$ cat src/rtl/jk_bank_sequencer.sv
// rtl/jk_bank_sequencer.sv - command sequencer that drives, settles and verifies a master-slave JK bank
module jk_bank_sequencer #(
  parameter int WIDTH  = 8,
  parameter int SETTLE = 2
) (
  input  logic             clk,
  input  logic             rst,
  input  logic             cmd_valid,
  output logic             cmd_ready,
  input  logic [1:0]       cmd_op,
  input  logic [WIDTH-1:0] cmd_mask,
  output logic [WIDTH-1:0] j_out,
  output logic [WIDTH-1:0] k_out,
  output logic             bank_rst_n,
  input  logic [WIDTH-1:0] q_in,
  output logic             rsp_valid,
  input  logic             rsp_ready,
  output logic [WIDTH-1:0] rsp_q,
  output logic             rsp_err,
  output logic             busy
);

  typedef enum logic [2:0] {
    S_INIT,
    S_IDLE,
    S_DRIVE,
    S_SETTLE,
    S_CHECK,
    S_RESP
  } state_t;

  localparam logic [1:0] OP_HOLD  = 2'b00;
  localparam logic [1:0] OP_CLEAR = 2'b01;
  localparam logic [1:0] OP_SET   = 2'b10;
  localparam logic [3:0] SETTLE_LAST = 4'(SETTLE - 1);

  state_t           state, state_nx;
  logic [1:0]       op, op_nx;
  logic [WIDTH-1:0] mask, mask_nx;
  logic [WIDTH-1:0] exp_q, exp_nx;
  logic [WIDTH-1:0] exp_target;
  logic [WIDTH-1:0] j_nx, k_nx;
  logic [WIDTH-1:0] rsp_q_nx;
  logic             rsp_err_nx;
  logic [3:0]       cnt, cnt_nx;

  // Shadow model: value the bank should hold after the latched command lands.
  always_comb begin
    exp_target = exp_q;
    case (op)
      OP_HOLD:  exp_target = exp_q;
      OP_CLEAR: exp_target = exp_q & ~mask;
      OP_SET:   exp_target = exp_q | mask;
      default:  exp_target = exp_q ^ mask;
    endcase
  end

  // Next-state and next-output logic; every output is registered from these values.
  always_comb begin
    state_nx   = state;
    op_nx      = op;
    mask_nx    = mask;
    exp_nx     = exp_q;
    cnt_nx     = cnt;
    j_nx       = '0;
    k_nx       = '0;
    rsp_q_nx   = rsp_q;
    rsp_err_nx = rsp_err;
    case (state)
      S_INIT: state_nx = S_IDLE;
      S_IDLE: begin
        if (cmd_valid && cmd_ready) begin
          op_nx    = cmd_op;
          mask_nx  = cmd_mask;
          // J is asserted for set/toggle, K for clear/toggle, only on masked bits.
          j_nx     = cmd_op[1] ? cmd_mask : '0;
          k_nx     = cmd_op[0] ? cmd_mask : '0;
          state_nx = S_DRIVE;
        end
      end
      S_DRIVE: begin
        cnt_nx   = '0;
        state_nx = S_SETTLE;
      end
      S_SETTLE: begin
        if (cnt == SETTLE_LAST) begin
          state_nx = S_CHECK;
        end else begin
          cnt_nx = cnt + 4'd1;
        end
      end
      S_CHECK: begin
        rsp_q_nx   = q_in;
        rsp_err_nx = (q_in != exp_target);
        // Resynchronise to what the bank really holds so one fault reports once.
        exp_nx     = q_in;
        state_nx   = S_RESP;
      end
      S_RESP: begin
        if (rsp_ready) begin
          state_nx = S_IDLE;
        end
      end
      default: state_nx = S_INIT;
    endcase
  end

  // State and registered outputs; reset discards any in-flight command or response.
  always_ff @(posedge clk) begin
    if (rst) begin
      state      <= S_INIT;
      op         <= OP_HOLD;
      mask       <= '0;
      exp_q      <= '0;
      cnt        <= '0;
      j_out      <= '0;
      k_out      <= '0;
      bank_rst_n <= 1'b0;
      cmd_ready  <= 1'b0;
      rsp_valid  <= 1'b0;
      rsp_q      <= '0;
      rsp_err    <= 1'b0;
    end else begin
      state      <= state_nx;
      op         <= op_nx;
      mask       <= mask_nx;
      exp_q      <= exp_nx;
      cnt        <= cnt_nx;
      j_out      <= j_nx;
      k_out      <= k_nx;
      bank_rst_n <= (state_nx != S_INIT);
      cmd_ready  <= (state_nx == S_IDLE);
      rsp_valid  <= (state_nx == S_RESP);
      rsp_q      <= rsp_q_nx;
      rsp_err    <= rsp_err_nx;
    end
  end

  assign busy = (state != S_IDLE);

endmodule
$ cat config.mk
export PLATFORM = sky130hd
export DESIGN_NAME = jk_bank_sequencer
export DESIGN_NICKNAME = d
export VERILOG_FILES = /design/src/rtl/jk_bank_sequencer.sv
export SDC_FILE = /design/constraint.sdc
export NUM_CORES = 1
export LEC_CHECK = 0
export ABC_AREA = 1
export CAP_MARGIN = 40
export CORE_ASPECT_RATIO = 2
export CORE_MARGIN = 2
export CORE_UTILIZATION = 45
export CTS_CLUSTER_SIZE = 20
export DETAILED_ROUTE_END_ITERATION = 7
export PLACE_DENSITY_LB_ADDON = 0.2
export SLEW_MARGIN = 20
export SYNTH_ARGS = -nofsm -noshare
export SYNTH_HDL_FRONTEND = slang
export SYNTH_SLANG_ARGS = --single-unit
$ cat constraint.sdc
create_clock -name clk -period 3.1 [get_ports clk]
set_clock_uncertainty 0.15 [all_clocks]
set_input_delay 0.62 -clock clk [delete_from_list [all_inputs] [get_ports clk]]
set_output_delay 0.62 -clock clk [all_outputs]
set_load 0.01 [all_outputs]
==> impl_metrics.csv, run 1 <==
group,metric,value,unit
run_status,status,"finished clean",
worst_setup_path,reg2reg_depth,9,
clock_tree,numCtsBuffers,5,
drt,vias,1982,
sta,tns,0,ns
drt,drcViolationCount,0,
final_layout,fin_cells,399,
sta,post-route-period-util,72.70,%
worst_setup_path,cp_data_arrival_time,1.48,ns
worst_hold_path,min_to,"bank_rst_n",
place,gp_congestion,0.8050,
synthesis,yosysSeqAreaShare,42.08,%
final_layout,drive_above_1_share,3.779,%
worst_setup_path,crit_chain,"inv_1, nand2_1, nor2_1, inv_1, clkdlybuf4s50_1",
worst_setup_path,crit_start,"state[2]",
worst_setup_path,cp_slowest_cell,"clkdlybuf4s50_1",
grt,grt_max_degree,16,
power_and_ir_drop,p_sw,0.2604,mW
floorplan,io_pins,51,
power_and_ir_drop,power_frac_comb,10.2,%
worst_setup_path,crit_cells,5,
place,placed_cells,391,
worst_setup_path,r2r_setup_slack,1.15,ns
clock_tree,cts_hold_buf,0,
worst_setup_path,cp_num_buf_inv,3,
worst_setup_path,critPathTopFamily,"buffers and inverters",
synthesis,syn-cell-area,2141,um2
final_layout,syn_to_final_growth,31.44,%
clock_tree,clkSlewWorstSetupHoldPaths,0.08,ns
worst_setup_path,startpoint_type,"register",
drt,wirelength,4961,um
worst_hold_path,holdCritPathClass,"register to register",
worst_hold_path,whs_path_depth,1,
power_and_ir_drop,power_frac_seq,51.5,%
drt,drt_iter0_markers,45,
grt,grt_antenna_before_repair,0,
grt,grt_pass1_wl,8010,um
grt,grt_pass1_vias,1798,
clock_tree,post_cts_resized,0,
floorplan,core_area,4598,um2
floorplan,rows,35,
power_and_ir_drop,p_int,0.9117,mW
floorplan,start_util,46.56,%
power_and_ir_drop,power_density,416.5,nW/um2
final_layout,nets,383,
drt,viasPerCell,4.967,
synthesis,syn_inst,291,
worst_hold_path,min-delay-start,"state[1]",
power_and_ir_drop,irDropWorstVdd,0.0004618,V
flow_run,drv_cap,0,
place,place_area,2698,um2
synthesis,synth.area.top_cells,"dfxtp_1 (42%), ha_1 (11%), inv_1 (8.4%)",
synthesis,synth_cell_types,21,
floorplan,die_w,52.77,um
sta,worst_pin_slew,0.4017,ns
clock_tree,numClockSinks,45,
worst_setup_path,r2r-start,"op[0]",
power_and_ir_drop,leakagePower,1.185,nW
synthesis,syn_nets,331,
worst_setup_path,cp_data_required_time,2.33,ns
floorplan,die_y,101.5,um
drt,ant_nets,0,
synthesis,ys_ff_latch,45,
synthesis,avgSynthCellArea,7.357,um2
worst_setup_path,cpMostUsedCell,"inv_1",
synthesis,yosys_most_used_dff,"dfxtp_1",
drt,first_pass_iters,4,
sta,finalHoldViolCount,0,
place,dp_hpwl,3849,um
clock_tree,ctsLongestPathBuffers,2,
clock_tree,clock_latency,0.29,ns
power_and_ir_drop,power_frac_clock,38.3,%
sta,finalMaxSlewViolations,0,
sta,rsz0062_at_grt,"false",
clock_tree,cts_root_buf,"clkbuf_8",
final_layout,diodes,0,
worst_setup_path,worstPathMaxFanout,4,
power_and_ir_drop,sw_frac_of_total,22.22,%
worst_setup_path,crit_type,"register to output port",
worst_setup_path,critPathMaxStageDelay,0.53,ns
sta,fmax,0.4437,GHz
synthesis,yosysTopAreaCell,"dfxtp_1",
synthesis,synth_commonest_cells,"inv_1 (48), dfxtp_1 (45), nand2_1 (37)",
clock_tree,htree_levels,2,
sta,relSlewSlack,73.12,%
synthesis,synth.most_common_cell,"inv_1",
synthesis,synth_edf_count,0,
clock_tree,cts_tree,"built",
place,portBuffers,50,
grt,grt.overflow.total,0,
synthesis,synth_top_area_share,42.08,%
drt,wl_per_cell,12.43,um
clock_tree,cts_setup_buffers,0,
worst_setup_path,setup.worst_path.end_class,"output port",
synthesis,async_flop_share,0,%
final_layout,finalCoreUtilization,61.20,%
synthesis,yosysWarnings,0,
sta,setup-violations-final,0,
grt,grtUsageTotal,20.26,%
sta,layout_min_cycle_time,2.254,ns
power_and_ir_drop,finalPower,1.172,mW
worst_setup_path,reg2reg_to,"rsp_err",
floorplan,die_area,5358,um2
final_layout,stdcell_area,2814,um2
final cells by class:
| class | instances | area, um2 |
|---|---|---|
| fillers | 435 | 1784 |
| multi-input cells | 189 | 1021 |
| flip-flops and latches | 45 | 900.9 |
| repair buffers | 53 | 523.0 |
| inverters | 49 | 183.9 |
| clock buffers | 7 | 86.33 |
| well taps | 55 | 68.82 |
| clock inverters | 1 | 30.03 |
flip-flops by register name, indices dropped and copies added, names as in the netlist, 2 cells and up:
name and count:
cnt 4, exp_q 8, j_out 8, k_out 8
mask 8, op 2, state 3
worst max-delay path by stage:
| stage | endpoint | slack (ns) |
|---|---|---|
| final | busy | 0.85 |
| after global routing | busy | 0.77 |
| after CTS | busy | 0.83 |
| after detailed placement | op[0] | 0.81 |
| after global placement | op[0] | 0.85 |
| after floorplan | rsp_err | 1.42 |
routing by layer:
| metal | vias to the layer above | track usage [%] | wire, um |
|---|---|---|---|
| li1 | 1028 | - | - |
| met1 | 904 | 22.88 | 1931 |
| met2 | 42 | 35.96 | 2746 |
| met3 | 8 | 3.245 | 177 |
| met4 | 0 | 9.073 | 106 |
| met5 | - | 0 | 0 |
layout by cell type (no fill, tap or decap), types with 5 or more instances in the layout:
cell	n
dfxtp_1	45
or2_1	5
nor3_1	9
nor2_1	35
a21oi_1	23
nand3_1	21
inv_1	48
o21ai_0	30
ha_1	18
nand2_1	37
clkdlybuf4s50_1	50
clkbuf_8	6
kinds of logic after synthesis:
group	synth area share, %
and+or+nand+nor	23.38
buffers and inverters	10.23
adders and majority gates	10.52
DFF	42.08
AOI/OAI and AO/OA	13.79
power by group through the flow:
stage | registers, mW | logic [mW] | clock network, mW
6_report | 0.603 | 0.120 | 0.449
4_1_cts | 0.603 | 0.121 | 0.462
3_3_place_gp | 0.617 | 0.118 | 0
3_5_place_dp | 0.617 | 0.120 | 0
5_1_grt | 0.605 | 0.136 | 0.486
2_1_floorplan | 0.615 | 0.0601 | 0
stage by stage:
| step | hold slack [ns] | worst slack (ns) |
|---|---|---|
| detailed placement | 0.3203 | 0.8142 |
| global placement | 0.3218 | 0.8500 |
| floorplan | 0.2853 | 1.419 |
| finish | 0.3299 | 0.8463 |
| CTS | 0.3319 | 0.8294 |
| global route | 0.3425 | 0.7739 |
No activity file was read; power rests on OpenSTA's default activity.
==> inputs of run 2 (changes only) <==
--- a/config.mk
+++ b/config.mk
@@ -9,7 +9,7 @@
 export CAP_MARGIN = 40
 export CORE_ASPECT_RATIO = 2
 export CORE_MARGIN = 2
-export CORE_UTILIZATION = 45
+export CORE_UTILIZATION = 44
 export CTS_CLUSTER_SIZE = 20
 export DETAILED_ROUTE_END_ITERATION = 7
 export PLACE_DENSITY_LB_ADDON = 0.2
==> constraint.sdc (replaced) <==
create_clock -name clk -period 1.9 [get_ports clk]
set_clock_uncertainty 0.15 [all_clocks]
set_input_delay 0.38 -clock clk [delete_from_list [all_inputs] [get_ports clk]]
set_output_delay 0.38 -clock clk [all_outputs]
set_load 0.01 [all_outputs]
==> impl_metrics.csv, run 2 (synthesized netlist as in run 1, its figures left out) <==
group,metric,value,unit
run_status,status,"finished clean",
clock_tree,numClockSinks,45,
power_and_ir_drop,power_frac_seq,55.4,%
power_and_ir_drop,power_density,621.1,nW/um2
clock_tree,numCtsBuffers,5,
place,dp_hpwl,3997,um
drt,drcViolationCount,0,
final_layout,final_common_cell,"clkdlybuf4s50_1",
worst_setup_path,crit_start,"exp_q[1]",
final_layout,layout_common_cells,"clkdlybuf4s50_1 (49), inv_1 (48), dfxtp_1 (38)",
sta,rsz0062_at_grt,"false",
power_and_ir_drop,power_frac_comb,11.6,%
clock_tree,clock_latency,0.30,ns
grt,grt.overflow.total,0,
worst_setup_path,reg2reg_to,"rsp_err",
place,gp_congestion,0.8114,
final_layout,drive_above_1_share,8.547,%
final_layout,finalCoreUtilization,59.83,%
drt,wl_per_cell,12.87,um
final_layout,fillers,442,
sta,final.setup.worst_slack,0.06824,ns
final_layout,diodes,0,
power_and_ir_drop,p_int,1.318,mW
grt,grt_max_degree,15,
worst_setup_path,cp_data_required_time,1.37,ns
flow_run,drv_cap,0,
grt,grtUsageTotal,21.37,%
sta,finalHoldViolCount,0,
power_and_ir_drop,power_frac_clock,33.0,%
worst_setup_path,cp_slowest_cell,"clkdlybuf4s50_1",
floorplan,die_w,53.32,um
final_layout,stdcell_area,2856,um2
sta,setup-violations-final,0,
worst_setup_path,reg2reg_depth,9,
place,portBuffers,50,
power_and_ir_drop,leakagePower,1.212,nW
drt,ant_nets,0,
sta,hold_slack,0.2988,ns
clock_tree,ctsLongestPathBuffers,2,
floorplan,io_pins,51,
final_layout,syn_to_final_growth,33.43,%
drt,drt_iter0_markers,28,
worst_setup_path,crit_chain,"buf_4, clkdlybuf4s50_1",
drt,first_pass_iters,4,
sta,relSlewSlack,76.27,%
sta,finalMaxSlewViolations,0,
worst_setup_path,r2r-start,"exp_q[7]",
worst_hold_path,holdCritPathClass,"register to register",
place,place_area,2753,um2
sta,layout_min_cycle_time,1.832,ns
clock_tree,htree_levels,2,
clock_tree,cts_tree,"built",
clock_tree,cts_root_buf,"clkbuf_8",
place,pre_cts_ws,-0.07854,ns
drt,wirelength,5250,um
floorplan,start_util,44.84,%
worst_setup_path,worstPathMaxFanout,4,
power_and_ir_drop,sw_frac_of_total,25.70,%
worst_setup_path,startpoint_type,"register",
grt,grt_pass1_vias,2008,
floorplan,rows,36,
floorplan,die_y,102.6,um
power_and_ir_drop,p_sw,0.4560,mW
floorplan,core_area,4775,um2
worst_setup_path,endpoint,"rsp_q[1]",
worst_setup_path,crit_type,"register to output port",
drt,vias,2049,
sta,post-route-period-util,96.41,%
sta,fmax,0.5459,GHz
drt,viasPerCell,5.022,
worst_setup_path,setup.worst_path.end_class,"output port",
worst_setup_path,r2r_setup_slack,0.18,ns
final_layout,nets,390,
worst_hold_path,min-delay-start,"state[2]",
worst_setup_path,critPathMaxStageDelay,0.54,ns
floorplan,die_area,5473,um2
sta,worst_pin_slew,0.3556,ns
grt,grt_pass1_wl,8763,um
worst_setup_path,cp_data_arrival_time,1.30,ns
worst_hold_path,whs_path_depth,1,
clock_tree,clkSlewWorstSetupHoldPaths,0.09,ns
power_and_ir_drop,irDropWorstVdd,0.0006318,V
grt,grt_antenna_before_repair,0,
run 2: through the flow:
stage,power (mW),setup TNS [ns],cells
after floorplan,1.102,0,291
after global placement,1.204,0,400
after detailed placement,1.209,-0.5718,400
after CTS,1.788,0,408
after global routing,1.855,0,408
final,1.774,0,408
run 2: how the worst min path moves through the flow:
stage,endpoint,slack [ns]
global route,bank_rst_n,0.31
CTS,bank_rst_n,0.31
global placement,bank_rst_n,0.31
floorplan,bank_rst_n,0.29
detailed placement,bank_rst_n,0.32
finish,bank_rst_n,0.30
run 2: final cells by class:
cell class / instances / area, um2 / area share (%)
Multi-Input combinational cell: 189 / 1031 / 36.09
Sequential cell: 45 / 909.6 / 31.84
Timing Repair Buffer: 60 / 574.3 / 20.11
Inverter: 49 / 183.9 / 6.439
Tap cell: 57 / 71.32 / 2.497
Clock buffer: 5 / 68.82 / 2.409
Clock inverter: 3 / 17.52 / 0.6132
run 2: layer usage:
metal	track usage (%)	wire length (um)	up-vias
met4	10.26	162	0
met2	36.66	2688	66
met5	0	0	-
li1	-	-	1046
met1	24.41	2110	923
met3	4.348	288	14
run 2: worst max-delay path, delay by kind of cell (launching register included):
family	cells	cell delay, ns
buffers and inverters	2	0.67
DFF	1	0.34
run 2: power by group through the flow:
stage / registers, mW / clock network [mW] / logic (mW)
final: 0.984 / 0.585 / 0.205
after global routing: 0.986 / 0.636 / 0.232
after CTS: 0.982 / 0.600 / 0.205
after detailed placement: 1.00 / 0 / 0.205
after global placement: 1.00 / 0 / 0.199
after floorplan: 1.00 / 0 / 0.0981
run 2: repair_timing:
item	CTS	global route
gates resized for setup	2	9
pin swaps	0	0
hold endpoints to repair	0	0
buffers inserted	0	0
endpoints found under the setup margin	1	1
hold buffers	0	0
==> inputs of run 3 (changes only) <==
--- a/config.mk
+++ b/config.mk
@@ -10,6 +10,7 @@
 export CORE_ASPECT_RATIO = 2
 export CORE_MARGIN = 2
 export CORE_UTILIZATION = 44
+export CTS_BUF_LIST = sky130_fd_sc_hd__clkbuf_16
 export CTS_CLUSTER_SIZE = 20
 export DETAILED_ROUTE_END_ITERATION = 7
 export PLACE_DENSITY_LB_ADDON = 0.2
==> impl_metrics.csv, run 3 (synthesized netlist as in run 1, its figures left out) <==
group,metric,value,unit
power_and_ir_drop,power_density,696.5,nW/um2
worst_hold_path,min-delay-start,"state[1]",
floorplan,io_pins,51,
worst_setup_path,cp_num_buf_inv,2,
sta,fmax,0.5527,GHz
final_layout,layout_common_cells,"clkdlybuf4s50_1 (49), inv_1 (48), dfxtp_1 (40)",
worst_setup_path,worstPathMaxFanout,4,
grt,grt_max_degree,15,
run_status,status,"finished clean",
sta,tns,0,ns
floorplan,rows,36,
floorplan,die_area,5473,um2
grt,grt.overflow.total,0,
drt,vias,2048,
place,place_area,2753,um2
power_and_ir_drop,sw_frac_of_total,23.67,%
worst_hold_path,whs_path_depth,1,
sta,relSlewSlack,76.47,%
power_and_ir_drop,power_frac_comb,10.1,%
grt,grtUsageTotal,21.45,%
power_and_ir_drop,leakagePower,1.236,nW
place,portBuffers,50,
sta,worst_pin_slew,0.3526,ns
power_and_ir_drop,p_int,1.547,mW
clock_tree,clock_latency,0.28,ns
final_layout,final_common_cell,"clkdlybuf4s50_1",
worst_setup_path,r2r_setup_slack,0.20,ns
worst_hold_path,min_to,"bank_rst_n",
drt,wirelength,5255,um
worst_hold_path,holdCritPathClass,"register to register",
clock_tree,clkSlewWorstSetupHoldPaths,0.06,ns
clock_tree,ctsLongestPathBuffers,2,
clock_tree,numCtsBuffers,5,
clock_tree,cts_root_buf,"clkbuf_16",
worst_setup_path,cp_data_arrival_time,1.28,ns
floorplan,core_area,4775,um2
grt,grt_pass1_wl,8776,um
worst_setup_path,r2r-start,"exp_q[0]",
drt,ant_nets,0,
drt,wl_per_cell,12.88,um
floorplan,die_w,53.32,um
drt,first_pass_iters,4,
sta,layout_min_cycle_time,1.809,ns
worst_setup_path,startpoint_type,"register",
power_and_ir_drop,power_frac_seq,48.6,%
drt,drcViolationCount,0,
final_layout,nets,390,
worst_setup_path,reg2reg_depth,9,
sta,setup-violations-final,0,
floorplan,start_util,44.84,%
clock_tree,cts_tree,"built",
final_layout,syn_to_final_growth,35.94,%
final_layout,drive_above_1_share,7.977,%
clock_tree,cts_hold_buf,0,
grt,grt_antenna_before_repair,0,
grt,grt_pass1_vias,2011,
worst_setup_path,setup.worst_path.end_class,"output port",
sta,post-route-period-util,95.23,%
place,gp_congestion,0.8114,
power_and_ir_drop,p_sw,0.4798,mW
flow_run,drv_cap,0,
power_and_ir_drop,power_frac_clock,41.3,%
worst_setup_path,critPathTopFamily,"buffers and inverters",
worst_setup_path,cp_data_required_time,1.37,ns
sta,hold_slack,0.3191,ns
final_layout,stdcell_area,2910,um2
sta,rsz0062_at_grt,"false",
floorplan,die_y,102.6,um
worst_setup_path,critPathMaxStageDelay,0.54,ns
worst_setup_path,reg2reg_to,"rsp_err",
worst_setup_path,crit_chain,"buf_4, clkdlybuf4s50_1",
sta,finalMaxSlewViolations,0,
final_layout,diodes,0,
drt,viasPerCell,5.020,
clock_tree,htree_levels,2,
power_and_ir_drop,irDropWorstVdd,0.0006581,V
worst_setup_path,cp_slowest_cell,"clkdlybuf4s50_1",
drt,drt_iter0_markers,44,
sta,finalHoldViolCount,0,
place,dp_hpwl,3997,um
worst_setup_path,crit_type,"register to output port",
clock_tree,numClockSinks,45,
[run 3: area by class of cell]
type,instances,area [um2]
clock inverters,3,17.52
well taps,57,71.32
repair buffers,60,574.3
clock buffers,5,125.1
multi-input cells,189,1031
inverters,49,183.9
fillers,435,1864
flip-flops and latches,45,907.1
[run 3: worst max-delay path by stage]
| stage | start | endpoint | cells past startpoint |
|---|---|---|---|
| after floorplan | exp_q[7] | rsp_err | 9 |
| after global placement | cmd_valid | j_out[6] | 6 |
| after detailed placement | cmd_valid | j_out[3] | 6 |
| after CTS | exp_q[1] | rsp_q[1] | 2 |
| after global routing | exp_q[6] | rsp_err | 9 |
| final | exp_q[1] | rsp_q[1] | 2 |
[run 3: worst reg2reg max path, delay by kind of cell (launching register included)]
kind          cells  cell delay (ns)
fa+ha+maj         1             0.29
buf+inv           1             0.06
flops             1             0.36
simple gates      7             0.73
[run 3: metrics by stage]
step | util, % | setup slack (ns) | cells | total power [mW]
global route | 60.95 | 0.0001146 | 408 | 2.107
CTS | 60.61 | 0.08519 | 408 | 2.043
finish | 60.95 | 0.09069 | 408 | 2.027
detailed placement | 57.65 | -0.07854 | 400 | 1.209
global placement | 57.65 | 0.003662 | 400 | 1.204
floorplan | - | 0.2193 | 291 | 1.102
[run 3: power by group through the flow]
stage	registers (mW)	clock network (mW)	logic (mW)
finish	0.985	0.837	0.205
CTS	0.983	0.855	0.205
detailed placement	1.00	0	0.205
floorplan	1.00	0	0.0981
global placement	1.00	0	0.199
global route	0.987	0.888	0.232
[run 3: routing by layer]
layer,wire [um],track usage (%)
met1,2117,23.95
met5,0,0
met2,2701,37.32
met4,182,10.85
met3,253,4.058
[run 3: repair_timing]
action	in CTS	in global routing
endpoints found under the setup margin	1	1
pin swaps	0	0
resized for setup	1	8
setup buffers	0	0
